### config.mk
export PLATFORM = sky130hd
export DESIGN_NAME = hazard_unit
export DESIGN_NICKNAME = d
export VERILOG_FILES = /design/src/rtl/hazard_unit.sv
export SDC_FILE = /design/constraint.sdc
export NUM_CORES = 1
export LEC_CHECK = 0
export CAP_MARGIN = 10
export CORE_UTILIZATION = 47
export CTS_CLUSTER_DIAMETER = 150
export DETAILED_ROUTE_END_ITERATION = 16
export GPL_TIMING_DRIVEN = 0
export HOLD_SLACK_MARGIN = 0.05
export PLACE_DENSITY = 0.9
export SETUP_SLACK_MARGIN = 0.5
export SYNTH_ARGS = -nofsm -noshare
export SYNTH_HDL_FRONTEND = slang
export SYNTH_SLANG_ARGS = --single-unit
### constraint.sdc
create_clock -name CLOCK -period 2.2 [get_ports CLOCK]
set_input_delay 0.55 -clock CLOCK [delete_from_list [all_inputs] [get_ports CLOCK]]
set_output_delay 0.55 -clock CLOCK [all_outputs]
set_load 0.005 [all_outputs]
### src/rtl/hazard_unit.sv
// Hazard controller for the five-stage LEGv8 pipeline.
// Detects load-use hazards between EX and decode and stalls the front end
// for a programmable number of cycles. Flushes the three younger stages
// when a branch taken in MEM redirects the PC. Keeps saturating event
// counters for stalled cycles and branch flushes.
module hazard_unit #(
  parameter int LOAD_STALL_CYCLES = 1,
  parameter int CNT_W             = 16
) (
  input  logic             CLOCK,
  input  logic             RESET,
  input  logic             idex_memRead,
  input  logic [4:0]       idex_write_reg,
  input  logic             ifid_valid,
  input  logic [4:0]       ifid_rn,
  input  logic [4:0]       ifid_rm,
  input  logic             ifid_uses_rm,
  input  logic             branch_taken,
  output logic             pc_write,
  output logic             ifid_write,
  output logic             idex_bubble,
  output logic             ifid_flush,
  output logic             idex_flush,
  output logic             exmem_flush,
  output logic             stall_active,
  output logic [CNT_W-1:0] stall_count,
  output logic [CNT_W-1:0] flush_count
);

  typedef enum logic {
    RUN   = 1'b0,
    STALL = 1'b1
  } state_t;

  // Cycles still owed after the first stalled cycle of a load-use hazard.
  localparam logic [2:0]       STALL_INIT = 3'(LOAD_STALL_CYCLES - 1);
  localparam logic [CNT_W-1:0] CNT_ONE    = {{(CNT_W-1){1'b0}}, 1'b1};
  localparam logic [CNT_W-1:0] CNT_MAX    = {CNT_W{1'b1}};

  state_t           state_q, state_d;
  logic [2:0]       stall_left_q, stall_left_d;
  logic [CNT_W-1:0] stall_count_q, stall_count_d;
  logic [CNT_W-1:0] flush_count_q, flush_count_d;
  logic             hz;

  // Load-use hazard: the load in EX writes a register that decode reads.
  // XZR (X31) is never a real destination, so it never creates a hazard.
  always_comb begin
    hz = ifid_valid & idex_memRead & (idex_write_reg != 5'd31) &
         ((ifid_rn == idex_write_reg) |
          (ifid_uses_rm & (ifid_rm == idex_write_reg)));
  end

  // Next-state and pipeline controls: branch beats stall continuation beats hz.
  always_comb begin
    state_d      = state_q;
    stall_left_d = stall_left_q;
    pc_write     = 1'b1;
    ifid_write   = 1'b1;
    idex_bubble  = 1'b0;
    ifid_flush   = 1'b0;
    idex_flush   = 1'b0;
    exmem_flush  = 1'b0;
    stall_active = 1'b0;
    if (RESET) begin
      // Outputs stay at the plain-run defaults while reset is held.
      state_d      = RUN;
      stall_left_d = 3'd0;
    end else if (branch_taken) begin
      // Flush cycle; a branch always aborts a stall in progress.
      ifid_flush   = 1'b1;
      idex_flush   = 1'b1;
      exmem_flush  = 1'b1;
      state_d      = RUN;
      stall_left_d = 3'd0;
    end else if (state_q == STALL) begin
      // Continue the extended stall independent of hz, which has dropped.
      pc_write     = 1'b0;
      ifid_write   = 1'b0;
      idex_bubble  = 1'b1;
      stall_active = 1'b1;
      stall_left_d = stall_left_q - 3'd1;
      if (stall_left_q == 3'd1) begin
        state_d = RUN;
      end
    end else if (hz) begin
      pc_write     = 1'b0;
      ifid_write   = 1'b0;
      idex_bubble  = 1'b1;
      stall_active = 1'b1;
      if (LOAD_STALL_CYCLES > 1) begin
        state_d      = STALL;
        stall_left_d = STALL_INIT;
      end
    end
  end

  // Saturating event counters; they hold at all-ones rather than wrap.
  always_comb begin
    stall_count_d = stall_count_q;
    flush_count_d = flush_count_q;
    if (stall_active && (stall_count_q != CNT_MAX)) begin
      stall_count_d = stall_count_q + CNT_ONE;
    end
    if (!RESET && branch_taken && (flush_count_q != CNT_MAX)) begin
      flush_count_d = flush_count_q + CNT_ONE;
    end
  end

  // State and counter registers, cleared asynchronously by RESET.
  always_ff @(posedge CLOCK or posedge RESET) begin
    if (RESET) begin
      state_q       <= RUN;
      stall_left_q  <= 3'd0;
      stall_count_q <= '0;
      flush_count_q <= '0;
    end else begin
      state_q       <= state_d;
      stall_left_q  <= stall_left_d;
      stall_count_q <= stall_count_d;
      flush_count_q <= flush_count_d;
    end
  end

  assign stall_count = stall_count_q;
  assign flush_count = flush_count_q;

endmodule

After elaboration in Yosys (flattened, before gate mapping)

Index checks and enable logic that the tools add are counted.
W data, S select, Z words.

Muxes and demuxes: 17
Reduce and logical (&&, ||, !) cells: 5
$add $sub $neg: 3
Equal/unequal tests: 6
Bitwise gates (word level): 5

Operators with widths:

| cell                    | count |
|---|---|
| $add A16 B1 Y16 const B | 2 |
| $ne A16 B16 Y1 const B  | 2 |
| $mux W1                 | 14 |
| $eq A5 B5 Y1            | 2 |
| $mux W3                 | 3 |
| $ne A5 B5 Y1 const B    | 1 |
| $and A1 B1 Y1           | 4 |
| $eq A3 B1 Y1 const B    | 1 |
| $logic_and A1 B1 Y1     | 3 |
| $reduce_bool A3 Y1      | 1 |
| $sub A3 B1 Y3 const B   | 1 |
| $logic_not A1 Y1        | 1 |
| $or A1 B1 Y1            | 1 |

Bits of input ports: 21
Flip-flop bits (word level): 36
Output and inout bits: 39
Word-level logic and storage cells: 40

Longest topological paths before layout

Gate-level depths: netlist of the first run.

Word-level depth: 9
Gate-level depth with buffers: 7
Depth with buffers taken out: 7

Least setup slack after synthesis of the first run

Ideal clock, no wire load.

Path kind: input -> output
From: input port idex_write_reg[2]
To: output port stall_active
Arrival: 1.383 ns
Stages: 5
Slack: 0.267 ns
Buffers on the path: 1
Required time: 1.650 ns
Cell sequence: nand3_1 > o2111a_1 > a21oi_4 > inv_4 > buf_4

Longest elaborated chain between the ends: 8
Elaborated cells on any way between the ends: 11
Those cells by class: eq/ne: 3; mux: 4; bitwise: 4

Ends and longest elaborated chain:

| what                    | line | RTL |
|---|---|---|
| start: declaration      | 13   | `input logic [4:0] idex_write_reg,` |
| $eq A5 B5 Y1            | 51   | `(ifid_uses_rm & (ifid_rm == idex_write_reg)));` |
| $and A1 B1 Y1           | 51   |  |
| $or A1 B1 Y1            | 50   | `((ifid_rn == idex_write_reg) \|` |
| $and A1 B1 Y1 *         | 49   | `hz = ifid_valid & idex_memRead & (idex_write_reg != 5'd31) &` |
| $mux W1 * (4 in series) | n/a  |  |
| end: declaration        | 25   | `output logic stall_active,` |

Mark *: on every way between the ends. The rest lies on a longest branch, timed or not.

Worst setup path in the final report of the first run

From: input port ifid_rn[2]
To: output port pc_write

Longest elaborated chain between the ends: 7

Ends and longest elaborated chain:

| what               | line | RTL |
|---|---|---|
| start: declaration | 15   | `input logic [4:0] ifid_rn,` |
| $eq A5 B5 Y1       | 50   |  |
| $or A1 B1 Y1       | 50   |  |
| $and A1 B1 Y1      | 49   |  |
| $mux W1            | 86   | `end else if (hz) begin` |
| $mux W1            | 76   | `end else if (state_q == STALL) begin` |
| $mux W1            | 69   | `end else if (branch_taken) begin` |
| $mux W1            | 65   | `if (RESET) begin` |
| end: declaration   | 19   | `output logic pc_write,` |

No other way between the ends.

==> impl_metrics.env, run 1 <==
export IMPL_clockRootBuffer="clkbuf_8"
export IMPL_clkSinkCount=36
export IMPL_grt_start_max_net_pins=20
export IMPL_synth_seq_cells=36
export IMPL_worstSetupEndpoint="pc_write"
export IMPL_cap_violations=0
export IMPL_hold_buffers=0
export IMPL_start_util=0.491
export IMPL_end_kind="output port"
export IMPL_syn_nets=208
export IMPL_crit_type="in -> out"
export IMPL_yosysUniqueCellTypes=37
export IMPL_power_share_switching=0.291
export IMPL_port_buffers=59
export IMPL_synth_area_leaders="dfrtp_1 (46%), xnor2_1 (11%), xor2_1 (6.2%)"
export IMPL_rows=23
export IMPL_cts_htree_levels=2
export IMPL_p_leak_nw=1.91
export IMPL_clkPwrFrac=0.303
export IMPL_layout_commonest_cell="buf_4"
export IMPL_yosysSeqAreaShare=0.459
export IMPL_cts_reportedPaths_clkPinSlew_ns=0.08
export IMPL_overflow=0
export IMPL_sequentialPowerShare=0.393
export IMPL_syn_area_per_cell_um2=10.7
export IMPL_dr_pass1_iters=4
export IMPL_cts_buffers=5
export IMPL_synth_area_leader_cell="dfrtp_1"
export IMPL_r2r_end="flush_count[8]"
export IMPL_antenna_found_initial=0
export IMPL_r2r_slack_ns=0.35
export IMPL_core_mm2=0.00400
export IMPL_clock_latency_ns=0.30
export IMPL_worstReg2RegStart="flush_count[2]"
export IMPL_drc=0
export IMPL_rsz0062_at_grt="true"
export IMPL_netlist_area_mm2=0.00196
export IMPL_cp_arrival_ns=1.57
export IMPL_synth_cells=183
export IMPL_final_cell_mix="buf_4 (55), dlygate4sd2_1 (34), buf_6 (30), dfrtp_1 (28)"
export IMPL_n_antenna_cell=0
export IMPL_final_antenna_net_count=0
export IMPL_critPathRequiredTime_ns=1.65
export IMPL_fin_setup_tns_ns=0
export IMPL_vias=2088
export IMPL_p_per_area_mw_per_mm2=538
export IMPL_die_x_um=66.7
export IMPL_vdd_ir_drop_max_mv=0.866
export IMPL_fin_nets=344
export IMPL_grt_pass1_vias=1926
export IMPL_finalPower_mw=1.96
export IMPL_reg2reg_depth=8
export IMPL_cp_max_fo=3
export IMPL_tightest_slew_ns=0.828
export IMPL_start_kind="input pin"
export IMPL_drtIter0Drc=186
export IMPL_power_switching_mw=0.571
export IMPL_setup_viol=0
export IMPL_status="completed"
export IMPL_p_int_mw=1.39
export IMPL_grt_pass1_wl_mm=9.16
export IMPL_syn2layout_area_growth_pct=85.5
export IMPL_worstSetupStartpoint="ifid_rn[2]"
export IMPL_fin_crit_ns=2.12
export IMPL_die_area_mm2=0.00444
export IMPL_drive_gt1_frac=0.516
export IMPL_routed_wirelength_mm=7.60
export IMPL_gp_congestion=0.760
export IMPL_hpwl_mm=3.02
export IMPL_maxSlewViolCount=0
export IMPL_synth_top_area_share=0.459
export IMPL_hold_viol=0
export IMPL_top_level_ports=60
export IMPL_max_freq_mhz=472
export IMPL_yosysWarningCount=0
export IMPL_clockBufferDepth=2
export IMPL_die_h_um=66.7
export IMPL_skew_ns=0.00723
export IMPL_cts_tree="done"
export IMPL_wl_per_cell_um=20.5
export IMPL_slew_headroom=0.447
export IMPL_hold_path_class="in -> async"
export IMPL_grtUsageTotal=0.287
export IMPL_vias_per_cell=5.64
export IMPL_fin_crit_sh=0.963
export IMPL_combPwrFrac=0.304
[per-layer routing]
metal | up-vias | routed length (um) | track usage | part of all wire
li1 | 895 | - | - | -
met5 | - | 0 | 0 | 0
met1 | 1031 | 2740 | 0.316 | 0.36
met2 | 121 | 3940 | 0.524 | 0.52
met3 | 41 | 562 | 0.0685 | 0.074
met4 | 0 | 360 | 0.114 | 0.047
[layout make-up]
cell class / count / area [um^2]
multi-input combinational: 135 / 1280
clock inverter: 2 / 35.0
sequential: 36 / 911
tap: 50 / 62.6
clock buffer: 6 / 72.6
buffer: 5 / 52.6
inverter: 7 / 28.8
timing repair buffer: 129 / 1200
fill: 154 / 357
[kinds of logic after synthesis]
| kind of cell | count (synthesis) | share of synthesized area |
|---|---|---|
| and+or+nand+nor | 79 | 0.239 |
| adders and majority gates | 4 | 0.0255 |
| buffers and inverters | 12 | 0.0357 |
| muxes | 5 | 0.0325 |
| AOI/OAI and AO/OA | 9 | 0.0389 |
| xor gates and xnor gates | 38 | 0.169 |
| DFF | 36 | 0.459 |
[registers in the layout (all words and copies together), names as in the netlist]
name          cells
flush_count      16
stall_count      16
stall_left_q      3
state_q           1
[per-stage QoR]
stage                     worst slack (ns)  cells   util  instance area, um^2  hold WS, ns
after CTS                            0.120    351  0.819                 3270        0.428
after global placement              -0.867    292  0.667                 2670        0.479
after detailed placement            -0.886    293  0.674                 2700        0.489
after global routing                0.0359    370  0.911                 3640        0.473
after floorplan                      0.297    183      -                 2010        0.477
final                               0.0823    370  0.911                 3640        0.470
[critical path, cell delays in order]
cell and delay [ns]:
buf_2 0.11, xnor2_2 0.16, nand2_1 0.09, o22ai_2 0.22, a21oi_4 0.11, buf_6 0.13
buf_6 0.10, buf_6 0.10
[power groups by stage]
stage	clock network [mW]	logic, mW	registers (mW)
after floorplan	0	0.129	0.805
after global placement	0	0.303	0.821
after detailed placement	0	0.318	0.818
after CTS	0.585	0.440	0.762
after global routing	0.624	0.622	0.773
final	0.594	0.596	0.770
[timing repair]
item	in CTS	in global routing
pin swaps	31	21
buffers inserted	50	19
resized for setup	183	47
endpoints found under the setup margin	70	38
gates cloned	0	0
[how the worst min path moves through the flow]
| stage | startpoint | endpoint |
|---|---|---|
| after floorplan | stall_count[13] | stall_count[13] |
| after detailed placement | flush_count[8] | flush_count[8] |
| after global routing | branch_taken | stall_left_q[1] |
| final | RESET | stall_count[0] |
| after CTS | branch_taken | stall_left_q[0] |
| after global placement | stall_count[13] | stall_count[13] |
[Yosys cell counts]
library cell / number
nor3_1: 9
and2_1: 2
and4bb_4: 1
o22ai_1: 1
and3_2: 4
xor2_1: 14
or3_4: 1
dfrtp_1: 36
xnor2_1: 24
and2_4: 1
nor4_1: 1
a2111oi_0: 1
nor2b_1: 2
nand2_1: 16
a21oi_4: 1
o21ai_0: 1
ha_1: 4
buf_4: 4
buf_6: 1
nand3_4: 2
nand3b_1: 1
nor2_1: 10
inv_4: 1
inv_1: 6
and3_1: 4
o2111a_1: 1
a21oi_1: 1
o211ai_1: 2
o21ai_2: 1
nand2b_1: 2
mux2_2: 3
mux2_4: 2
nand3_1: 10
and3_4: 2
and4_1: 2
nand3_2: 1
nand4_1: 8
(Power assumes the default switching activity.)
==> run 2: changes to the inputs <==
Settings changed: SETUP_SLACK_MARGIN 0.5 to 0.05.
==> impl_metrics.env, run 2 (synthesized netlist as in run 1, its figures left out) <==
export IMPL_drive_gt1_frac=0.276
export IMPL_critPathRequiredTime_ns=1.65
export IMPL_r2r_slack_ns=0.22
export IMPL_p_leak_nw=1.28
export IMPL_syn2layout_area_growth_pct=44.6
export IMPL_die_h_um=66.7
export IMPL_die_area_mm2=0.00444
export IMPL_drtIter0Drc=97
export IMPL_p_int_mw=1.18
export IMPL_setup_viol=0
export IMPL_antenna_found_initial=0
export IMPL_multi_input_area_mm2=0.00110
export IMPL_cp_arrival_ns=1.61
export IMPL_n_fill_cell=293
export IMPL_crit_type="in -> out"
export IMPL_n_antenna_cell=0
export IMPL_grt_start_max_net_pins=22
export IMPL_layout_commonest_cell="dfrtp_1"
export IMPL_final_cell_mix="dfrtp_1 (36), clkdlybuf4s50_1 (35), xnor2_1 (16), nand2_1 (16), xor2_1 (14)"
export IMPL_cts_buffers=5
export IMPL_core_mm2=0.00400
export IMPL_power_share_switching=0.281
export IMPL_final_cell_area_mm2=0.00284
export IMPL_clkPwrFrac=0.302
export IMPL_vias=1625
export IMPL_register_area_um2=901
export IMPL_r2r_end="stall_count[1]"
export IMPL_fin_crit_sh=0.980
export IMPL_sequentialPowerShare=0.495
export IMPL_fin_setup_tns_ns=0
export IMPL_fin_util=0.710
export IMPL_hold_buffers=0
export IMPL_cts_tree="done"
export IMPL_grt_pass1_wl_mm=7.07
export IMPL_rsz0062_at_grt="true"
export IMPL_clock_latency_ns=0.29
export IMPL_maxSlewViolCount=0
export IMPL_max_freq_mhz=464
export IMPL_min_delay_worst_endpoint="flush_count[12]"
export IMPL_worstReg2RegStart="stall_count[0]"
export IMPL_combPwrFrac=0.202
export IMPL_hold_viol=0
export IMPL_min_from="flush_count[12]"
export IMPL_start_util=0.491
export IMPL_reg2reg_depth=6
export IMPL_cts_htree_levels=2
export IMPL_cts_reportedPaths_clkPinSlew_ns=0.07
export IMPL_end_kind="output port"
export IMPL_routed_wirelength_mm=4.56
export IMPL_skew_ns=0.00888
export IMPL_fin_nets=281
export IMPL_status="completed"
export IMPL_port_buffers=59
export IMPL_clockRootBuffer="clkbuf_8"
export IMPL_gp_congestion=0.748
export IMPL_slew_headroom=0.419
export IMPL_clkSinkCount=36
export IMPL_top_level_ports=60
export IMPL_overflow=0
export IMPL_clockBufferDepth=2
export IMPL_whs_path_depth=1
export IMPL_tightest_slew_ns=0.871
export IMPL_grt_pass1_vias=1514
export IMPL_grtUsageTotal=0.219
export IMPL_hpwl_mm=3.16
export IMPL_start_kind="input pin"
export IMPL_fin_crit_ns=2.16
export IMPL_cp_max_fo=3
export IMPL_wl_per_cell_um=14.8
export IMPL_vdd_ir_drop_max_mv=0.646
export IMPL_rows=23
export IMPL_hold_path_class="reg -> reg"
export IMPL_power_switching_mw=0.461
export IMPL_cap_violations=0
export IMPL_dr_pass1_iters=4
export IMPL_vias_per_cell=5.29
export IMPL_drc=0
export IMPL_die_x_um=66.7
export IMPL_final_antenna_net_count=0
export IMPL_p_per_area_mw_per_mm2=577
export IMPL_place_area_mm2=0.00265
export IMPL_finalPower_mw=1.64
run 2: power groups by stage:
stage               clock network [mW]  registers (mW)  logic [mW]
floorplan                            0           0.804       0.123
global route                     0.540           0.823       0.365
detailed placement                   0           0.819       0.316
CTS                              0.518           0.811       0.319
finish                           0.496           0.812       0.332
global placement                     0           0.819       0.295
run 2: metal layers:
layer | vias to the layer above | share of wire | global-route usage
met1 | 788 | 0.41 | 0.252
met4 | 0 | 0.013 | 0.0798
li1 | 774 | - | -
met3 | 6 | 0.058 | 0.0616
met5 | - | 0 | 0
met2 | 57 | 0.52 | 0.384
run 2: timing repair:
action	CTS	global route
endpoints found under the hold margin	0	0
gates resized for setup	94	25
buffers inserted	6	1
setup endpoints to repair	11	6
pin swaps	17	13
run 2: stage by stage:
step	instances	worst slack, ns	hold WS [ns]
floorplan	183	0.267	0.477
global placement	292	-0.863	0.479
detailed placement	293	-0.915	0.491
CTS	307	0.00224	0.504
global route	307	-0.00270	0.505
finish	307	0.0445	0.497
run 2: layout make-up:
cell class | count | share of cell area
repair buffers | 67 | 0.218
clock buffers | 7 | 0.0304
multi-input cells | 135 | 0.386
flip-flops and latches | 36 | 0.317
well taps | 50 | 0.0220
plain buffers | 4 | 0.0132
clock inverters | 1 | 0.00264
inverters | 7 | 0.0101
run 2: critical path, cell delays in order:
cell and delay (ns):
buf_4 0.10, nand3_1 0.09, o2111a_1 0.29, a21oi_4 0.21, buf_6 0.13, inv_4 0.03
buf_6 0.10, buf_6 0.10
run 2: how the worst max path moves through the flow:
stage               slack [ns]           end               from
finish                    0.04  stall_active  idex_write_reg[2]
global route            -0.003  stall_active         ifid_rn[1]
CTS                      0.002  stall_active         ifid_rm[2]
detailed placement       -0.92  stall_active  idex_write_reg[0]
global placement         -0.86  stall_active  idex_write_reg[2]
floorplan                 0.27  stall_active  idex_write_reg[2]
